`src/rtl/fp_convert_arbiter_if.sv`:
```
// Purpose: request/result bundle between the requesters, the shared converter and its consumer.
// Latency: none; this is wiring only.
// Backpressure: req_ready grants one requester; res_ready stalls the held result.
interface fp_convert_arbiter_if #(
    parameter int NREQ = 4,
    parameter int XLEN = 32,
    parameter int IDW  = 2
) ();
    logic [NREQ-1:0]      req_valid;
    logic [NREQ*XLEN-1:0] req_data;
    logic [NREQ-1:0]      req_ready;
    logic                 res_valid;
    logic [31:0]          res_data;
    logic [IDW-1:0]       res_id;
    logic                 res_ready;
    logic                 busy;

    // Requesters plus consumer side.
    modport master (
        output req_valid, req_data, res_ready,
        input  req_ready, res_valid, res_data, res_id, busy
    );

    // Arbiter side.
    modport slave (
        input  req_valid, req_data, res_ready,
        output req_ready, res_valid, res_data, res_id, busy
    );
endinterface

```
`src/rtl/fp_convert_arbiter.sv`:
```
// Purpose: round-robin share of one float32->int32 truncating converter among NREQ requesters.
// Latency: operand accepted at edge N gives res_valid after edge N+1; one result per 2 cycles max.
// Backpressure: result held in DONE while res_ready=0, no grants then. FPCVT_ARB_STATS_EN adds counters.

// Combinational float32 -> signed int32, truncation toward zero, saturating on overflow.
module FPU_convert (
    input  logic [31:0] A,
    output logic [31:0] result
);
    logic        sign;
    logic [7:0]  expo;
    logic [31:0] mant;
    logic [31:0] mag;

    // Shift the 24-bit significand into integer position, then apply the sign.
    always_comb begin
        sign   = A[31];
        expo   = A[30:23];
        mant   = {8'd0, 1'b1, A[22:0]};
        mag    = '0;
        result = '0;
        if (expo < 8'd127) begin
            result = '0;
        end else if (expo > 8'd157) begin
            result = sign ? 32'h8000_0000 : 32'h7FFF_FFFF;
        end else begin
            if (expo >= 8'd150) begin
                mag = mant << (expo - 8'd150);
            end else begin
                mag = mant >> (8'd150 - expo);
            end
            result = sign ? (~mag + 32'd1) : mag;
        end
    end
endmodule

module fp_convert_arbiter #(
    parameter int NREQ = 4,
    parameter int XLEN = 32,
    parameter int IDW  = 2
) (
    input  logic                   clk,
    input  logic                   rst,
    fp_convert_arbiter_if.slave    bus
`ifdef FPCVT_ARB_STATS_EN
    ,
    output logic [NREQ*16-1:0]     stat_grants,
    output logic [15:0]            stat_stall
`endif
);
    typedef enum logic [1:0] {IDLE, CONV, DONE} state_t;

    state_t          state_q, state_d;
    logic [XLEN-1:0] op_q, op_d;
    logic [IDW-1:0]  id_q, id_d;
    logic [IDW-1:0]  rr_ptr_q, rr_ptr_d;
    logic            res_valid_q, res_valid_d;
    logic [31:0]     res_data_q, res_data_d;
    logic [IDW-1:0]  res_id_q, res_id_d;
    logic            busy_q, busy_d;

    logic            grant_found;
    logic [IDW-1:0]  grant_idx;
    logic            grant_en;
    logic [NREQ-1:0] ready_vec;
    logic [XLEN-1:0] grant_data;
    logic [31:0]     cvt_result;

    FPU_convert u_cvt (
        .A      (op_q),
        .result (cvt_result)
    );

    // Round-robin search: first valid requester at or after rr_ptr, wrapping.
    always_comb begin
        logic [IDW-1:0] cand;
        grant_found = 1'b0;
        grant_idx   = '0;
        cand        = '0;
        for (int i = 0; i < NREQ; i++) begin
            cand = IDW'((int'(rr_ptr_q) + i) % NREQ);
            if (!grant_found && bus.req_valid[cand]) begin
                grant_found = 1'b1;
                grant_idx   = cand;
            end
        end
    end

    // A grant is only possible when the datapath is free; reset suppresses it.
    always_comb begin
        grant_en   = !rst && grant_found &&
                     ((state_q == IDLE) || ((state_q == DONE) && bus.res_ready));
        ready_vec  = '0;
        grant_data = '0;
        for (int i = 0; i < NREQ; i++) begin
            if (grant_idx == IDW'(i)) begin
                ready_vec[i] = grant_en;
                grant_data   = bus.req_data[i*XLEN +: XLEN];
            end
        end
    end

    // Next-state and datapath capture for the IDLE -> CONV -> DONE loop.
    always_comb begin
        state_d     = state_q;
        op_d        = op_q;
        id_d        = id_q;
        rr_ptr_d    = rr_ptr_q;
        res_valid_d = res_valid_q;
        res_data_d  = res_data_q;
        res_id_d    = res_id_q;
        case (state_q)
            IDLE: begin
                if (grant_en) begin
                    op_d    = grant_data;
                    id_d    = grant_idx;
                    state_d = CONV;
                end
            end
            CONV: begin
                res_data_d  = cvt_result;
                res_id_d    = id_q;
                res_valid_d = 1'b1;
                rr_ptr_d    = (int'(id_q) == NREQ - 1) ? '0 : id_q + 1'b1;
                state_d     = DONE;
            end
            DONE: begin
                if (bus.res_ready) begin
                    res_valid_d = 1'b0;
                    if (grant_en) begin
                        op_d    = grant_data;
                        id_d    = grant_idx;
                        state_d = CONV;
                    end else begin
                        state_d = IDLE;
                    end
                end
            end
            default: state_d = IDLE;
        endcase
        busy_d = (state_d != IDLE);
    end

    // Single state register; reset wins over any handshake in the same cycle.
    always_ff @(posedge clk) begin
        if (rst) begin
            state_q     <= IDLE;
            op_q        <= '0;
            id_q        <= '0;
            rr_ptr_q    <= '0;
            res_valid_q <= 1'b0;
            res_data_q  <= '0;
            res_id_q    <= '0;
            busy_q      <= 1'b0;
        end else begin
            state_q     <= state_d;
            op_q        <= op_d;
            id_q        <= id_d;
            rr_ptr_q    <= rr_ptr_d;
            res_valid_q <= res_valid_d;
            res_data_q  <= res_data_d;
            res_id_q    <= res_id_d;
            busy_q      <= busy_d;
        end
    end

    assign bus.req_ready = ready_vec;
    assign bus.res_valid = res_valid_q;
    assign bus.res_data  = res_data_q;
    assign bus.res_id    = res_id_q;
    assign bus.busy      = busy_q;

`ifdef FPCVT_ARB_STATS_EN
    logic [NREQ-1:0][15:0] grant_cnt_q, grant_cnt_d;
    logic [15:0]           stall_q, stall_d;

    // Saturating per-requester grant counts and consumer stall cycles.
    always_comb begin
        grant_cnt_d = grant_cnt_q;
        stall_d     = stall_q;
        for (int i = 0; i < NREQ; i++) begin
            if (ready_vec[i] && grant_cnt_q[i] != 16'hFFFF) begin
                grant_cnt_d[i] = grant_cnt_q[i] + 16'd1;
            end
        end
        if (state_q == DONE && !bus.res_ready && stall_q != 16'hFFFF) begin
            stall_d = stall_q + 16'd1;
        end
    end

    // Counter registers.
    always_ff @(posedge clk) begin
        if (rst) begin
            grant_cnt_q <= '0;
            stall_q     <= '0;
        end else begin
            grant_cnt_q <= grant_cnt_d;
            stall_q     <= stall_d;
        end
    end

    assign stat_grants = grant_cnt_q;
    assign stat_stall  = stall_q;
`endif
endmodule
```
`src/flat_wrapper.sv`:
```
// flat-port wrapper written by rule: the top's interface ports become plain ports
module fp_convert_arbiter_flat 
#(
    parameter int NREQ = 4,
    parameter int XLEN = 32,
    parameter int IDW  = 2
)
  (clk, rst, bus_req_valid, bus_req_data, bus_res_ready, bus_req_ready, bus_res_valid, bus_res_data, bus_res_id, bus_busy);
  fp_convert_arbiter_if #(.NREQ(NREQ), .XLEN(XLEN), .IDW(IDW)) bus_i ();
  input  logic clk;
  input  logic rst;
  input wire logic [$bits(bus_i.req_valid)-1:0] bus_req_valid;
  input wire logic [$bits(bus_i.req_data)-1:0] bus_req_data;
  input wire logic [$bits(bus_i.res_ready)-1:0] bus_res_ready;
  output wire logic [$bits(bus_i.req_ready)-1:0] bus_req_ready;
  output wire logic [$bits(bus_i.res_valid)-1:0] bus_res_valid;
  output wire logic [$bits(bus_i.res_data)-1:0] bus_res_data;
  output wire logic [$bits(bus_i.res_id)-1:0] bus_res_id;
  output wire logic [$bits(bus_i.busy)-1:0] bus_busy;
  assign bus_i.req_valid = bus_req_valid;
  assign bus_i.req_data = bus_req_data;
  assign bus_i.res_ready = bus_res_ready;
  assign bus_req_ready = bus_i.req_ready;
  assign bus_res_valid = bus_i.res_valid;
  assign bus_res_data = bus_i.res_data;
  assign bus_res_id = bus_i.res_id;
  assign bus_busy = bus_i.busy;
  fp_convert_arbiter #(.NREQ(NREQ), .XLEN(XLEN), .IDW(IDW)) u_core (.clk(clk), .rst(rst), .bus(bus_i));
endmodule
```
`config.mk`:
```
export PLATFORM = sky130hd
export DESIGN_NAME = fp_convert_arbiter_flat
export DESIGN_NICKNAME = d
export VERILOG_FILES = /design/src/rtl/fp_convert_arbiter_if.sv /design/src/rtl/fp_convert_arbiter.sv /design/src/flat_wrapper.sv
export SDC_FILE = /design/constraint.sdc
export NUM_CORES = 1
export LEC_CHECK = 0
export ABC_AREA = 1
export BUFFER_PORTS_ARGS = -buffer_cell sky130_fd_sc_hd__buf_2
export CAP_MARGIN = 20
export CORE_AREA = 2 2 166 168
export CTS_CLUSTER_DIAMETER = 100
export DETAILED_ROUTE_END_ITERATION = 6
export DIE_AREA = 0 0 168 170
export SETUP_SLACK_MARGIN = 0.2
export SYNTH_ARGS = -nofsm -noshare
export SYNTH_HDL_FRONTEND = slang
export SYNTH_HIERARCHICAL = 1
export SYNTH_SLANG_ARGS = --single-unit
export TNS_END_PERCENT = 30
```
`constraint.sdc`:
```
create_clock -name clk -period 3.75 [get_ports clk]
set_input_delay 0.5625 -clock clk [delete_from_list [all_inputs] [get_ports clk]]
set_output_delay 0.5625 -clock clk [all_outputs]
set_load 0.005 [all_outputs]
```
==> impl_metrics.py <==
metrics = {
    "sta": {
        "finalSetupTns_ns": 0,
        "rsz0062_at_grt": "true",
        "period_minus_slack_ns": 3.38,
        "slew_viol_final": 0,
        "worst_slack_ns": 0.373,
        "tightest_slew_ns": 1.19,
        "fin_crit_sh_pct": 90.1,
        "fin_skew_ns": 0.0138,
        "max_clock_freq_ghz": 0.296,
        "hold_viol": 0,
        "setup_viol": 0,
        "timing.hold.ws_ns": 0.443,
        "maxSlewHeadroom_pct": 20.4,
    },
    "worst_hold_path": {
        "hp-class": "primary input to flip-flop",
    },
    "yosys": {
        "yosysTopAreaCell": "nand2_1",
        "ys_seq_area_share_pct": 16.1,
        "syn_inst": 1739,
        "synthDistinctLibCells": 42,
        "avgSynthCellArea_um2": 5.30,
        "synth_nets": 1883,
        "synth_top_flop_cell": "dfxtp_1",
        "synth_area_mm2": 0.00922,
        "synth_edf_count": 0,
        "yosys_warnings": 6,
        "synthTopCellsByArea": "nand2_1 (23%), nand3_1 (18%), dfxtp_1 (16%)",
        "async_flop_share_pct": 0,
        "ys_seq_elements": 74,
        "synth_top_area_share_pct": 22.7,
    },
    "die": {
        "rows": 60,
        "ios": 175,
        "start_util_pct": 34.6,
        "die_width_um": 168,
        "die_y_um": 170,
        "design.core.area_mm2": 0.0267,
        "dieArea_mm2": 0.0286,
    },
    "global_route": {
        "gr-total-overflow": 0,
        "grt_pass1_vias": 11000,
        "grt_pass1_wl_um": 57400,
        "grtUsageTotal_pct": 24.6,
        "grt_max_degree": 52,
        "antenna_found_initial": 0,
    },
    "worst_setup_path": {
        "critPathBufInv": 5,
        "startpoint_type": "flip-flop",
        "cp_common_cell": "nand3_2",
        "worst_ep_required_time_ns": 4.00,
        "path_class": "flip-flop to flip-flop",
        "cpPeakStageDelay_ns": 0.37,
        "crit_fanout": 9,
        "cp_slowest_cell": "dfxtp_4",
        "worstPathCellList": "buf_6, ha_4, inv_1, nand3_2, nand3_2, nand2_8, buf_4, nand4_1, nand3_2, nand3_1, nand3_1, nand2_1, nand2_1, nand2_2, nand3_2, nor2_4, nand2_2, nand2_4, buf_6, nor2_1, o31ai_1, inv_1, nor2_1, nor2_1",
        "arrival_ns": 3.63,
        "cp_top_family": "simple AND/OR/NAND/NOR gates",
        "end_kind": "flip-flop",
    },
    "finish": {
        "final_util_pct": 43.8,
        "seqCellArea_mm2": 0.00150,
        "stdcell_count": 2262,
        "layout-drive-gt1-share_pct": 24.7,
        "stdcell_area_mm2": 0.0117,
        "syn2layout_area_growth_pct": 26.6,
        "final_common_cell": "nand2_1",
        "multi_input_area_mm2": 0.00705,
        "final_cell_mix": "nand2_1 (531), nand3_1 (312), buf_2 (174), inv_1 (142), nor2_1 (124)",
        "diodes": 0,
        "nets": 2060,
        "fillers": 2892,
    },
    "detailed_routing": {
        "wl_um": 36200,
        "drtPass1Iterations": 5,
        "drtIter0Drc": 1050,
        "routed_via_density": 5.35,
        "ant_nets": 0,
        "wl_per_cell_um": 16.0,
        "route.vias.total": 12100,
        "drc": 0,
    },
    "clocking": {
        "cts_max_path_buffers": 2,
        "cts_max_level": 3,
        "clk_latency_ns": 0.36,
        "clkTransAtPathRegs_ns": 0.07,
        "clockRootBuffer": "clkbuf_16",
        "cts_tree": "done",
        "ctsHoldBuffers": 0,
        "numCtsBuffers": 9,
        "clock_sinks": 74,
    },
    "placement": {
        "numPortBuffers": 174,
        "post_dp_cell_area_mm2": 0.0105,
        "pre_cts_ws_ns": 0.194,
        "place.gp.congestion": 0.950,
        "dp_hpwl_um": 27800,
        "placed_cells": 2207,
    },
    "pwr": {
        "power_mw": 11.4,
        "peakVddDrop_uv": 560,
        "power-per-cell-area_mw_per_mm2": 974,
        "leakagePower_nw": 6.23,
    },
    "outcome": {
        "status": "complete, no violations",
    },
    "job": {
        "cap_violations": 0,
    },
}
[kinds of logic (layout without fill, tap and decap cells)]
group,Yosys count,in the layout,share of synthesized area [%]
buffers and inverters,270,450,12.7
AOI/OAI and AO/OA,220,220,12.9
and+or+nand+nor,1159,1161,56.4
adders and majority gates,9,9,1.22
xor gates and xnor gates,7,7,0.747
DFF,74,74,16.1
[worst reg2reg max path, delay by kind of cell, from the launching register on]
kind / cells / cell delay, ns
AOI/OAI and AO/OA: 1 / 0.30
buffers and inverters: 5 / 0.60
adders and majority gates: 1 / 0.16
and+or+nand+nor: 17 / 1.87
DFF: 1 / 0.37
[final cells by class]
type                       instances  share of cell area, %
multi-input combinational       1397                   60.5
clock buffer                       9                   1.93
tap                              341                   3.66
clock inverter                     7                  0.708
sequential                        74                   12.8
inverter                         167                   5.42
timing repair buffer             267                   15.0
[where the power goes]
| group | leakage [nW] | switching, mW | internal [mW] |
|---|---|---|---|
| clock network | 0.145 | 0.388 | 0.527 |
| registers | 0.612 | 0.337 | 1.04 |
| logic | 5.47 | 5.87 | 3.21 |
| total | 6.23 | 6.59 | 4.78 |
[path summary, 6_finish.rpt]
path | slack (ns) | to | startpoint | depth (start not counted)
hold reg to reg | 0.50 | u_core/bus.res_valid | u_core/state_q[1] | 1
hold / removal | 0.44 | u_core/bus.res_valid | bus_res_ready | 2
setup reg to reg | 0.37 | u_core/bus.res_data[5] | u_core/op_q[24] | 24
setup / recovery | 0.37 | u_core/bus.res_data[5] | u_core/op_q[24] | 24
[state kept, by name (all words and copies together) (netlist names)]
| signal | count |
|---|---|
| u_core/rr_ptr_q | 2 |
| u_core/bus.busy | 1 |
| u_core/state_q | 2 |
| u_core/op_q | 32 |
| u_core/bus.res_id | 2 |
| u_core/id_q | 2 |
| u_core/bus.res_data | 32 |
| u_core/bus.res_valid | 1 |
[Yosys cell counts (17+ instances only)]
cell and instances:
nor2_1 140, a21oi_1 65, clkbuf_1 35, o21ai_1 20, inv_1 147, nand2_1 557
nand2_2 26, o21ai_0 103, inv_2 17, dfxtp_1 74, nand3_1 336, buf_2 37
nand4_1 45
[routing by layer]
metal	GRT usage [%]	routed length, µm	vias up
met5	0	0	-
met4	7.30	1050	0
met3	2.74	2330	67
met2	41.4	16500	478
met1	33.3	16300	5497
li1	-	-	6049
[repair_timing]
item | CTS | global route
pin swaps | 1 | 39
gates resized for setup | 2 | 133
cloned | 0 | 6
buffers inserted | 0 | 33
endpoints found under the setup margin | 6 | 29
(Power assumes the default switching activity.)
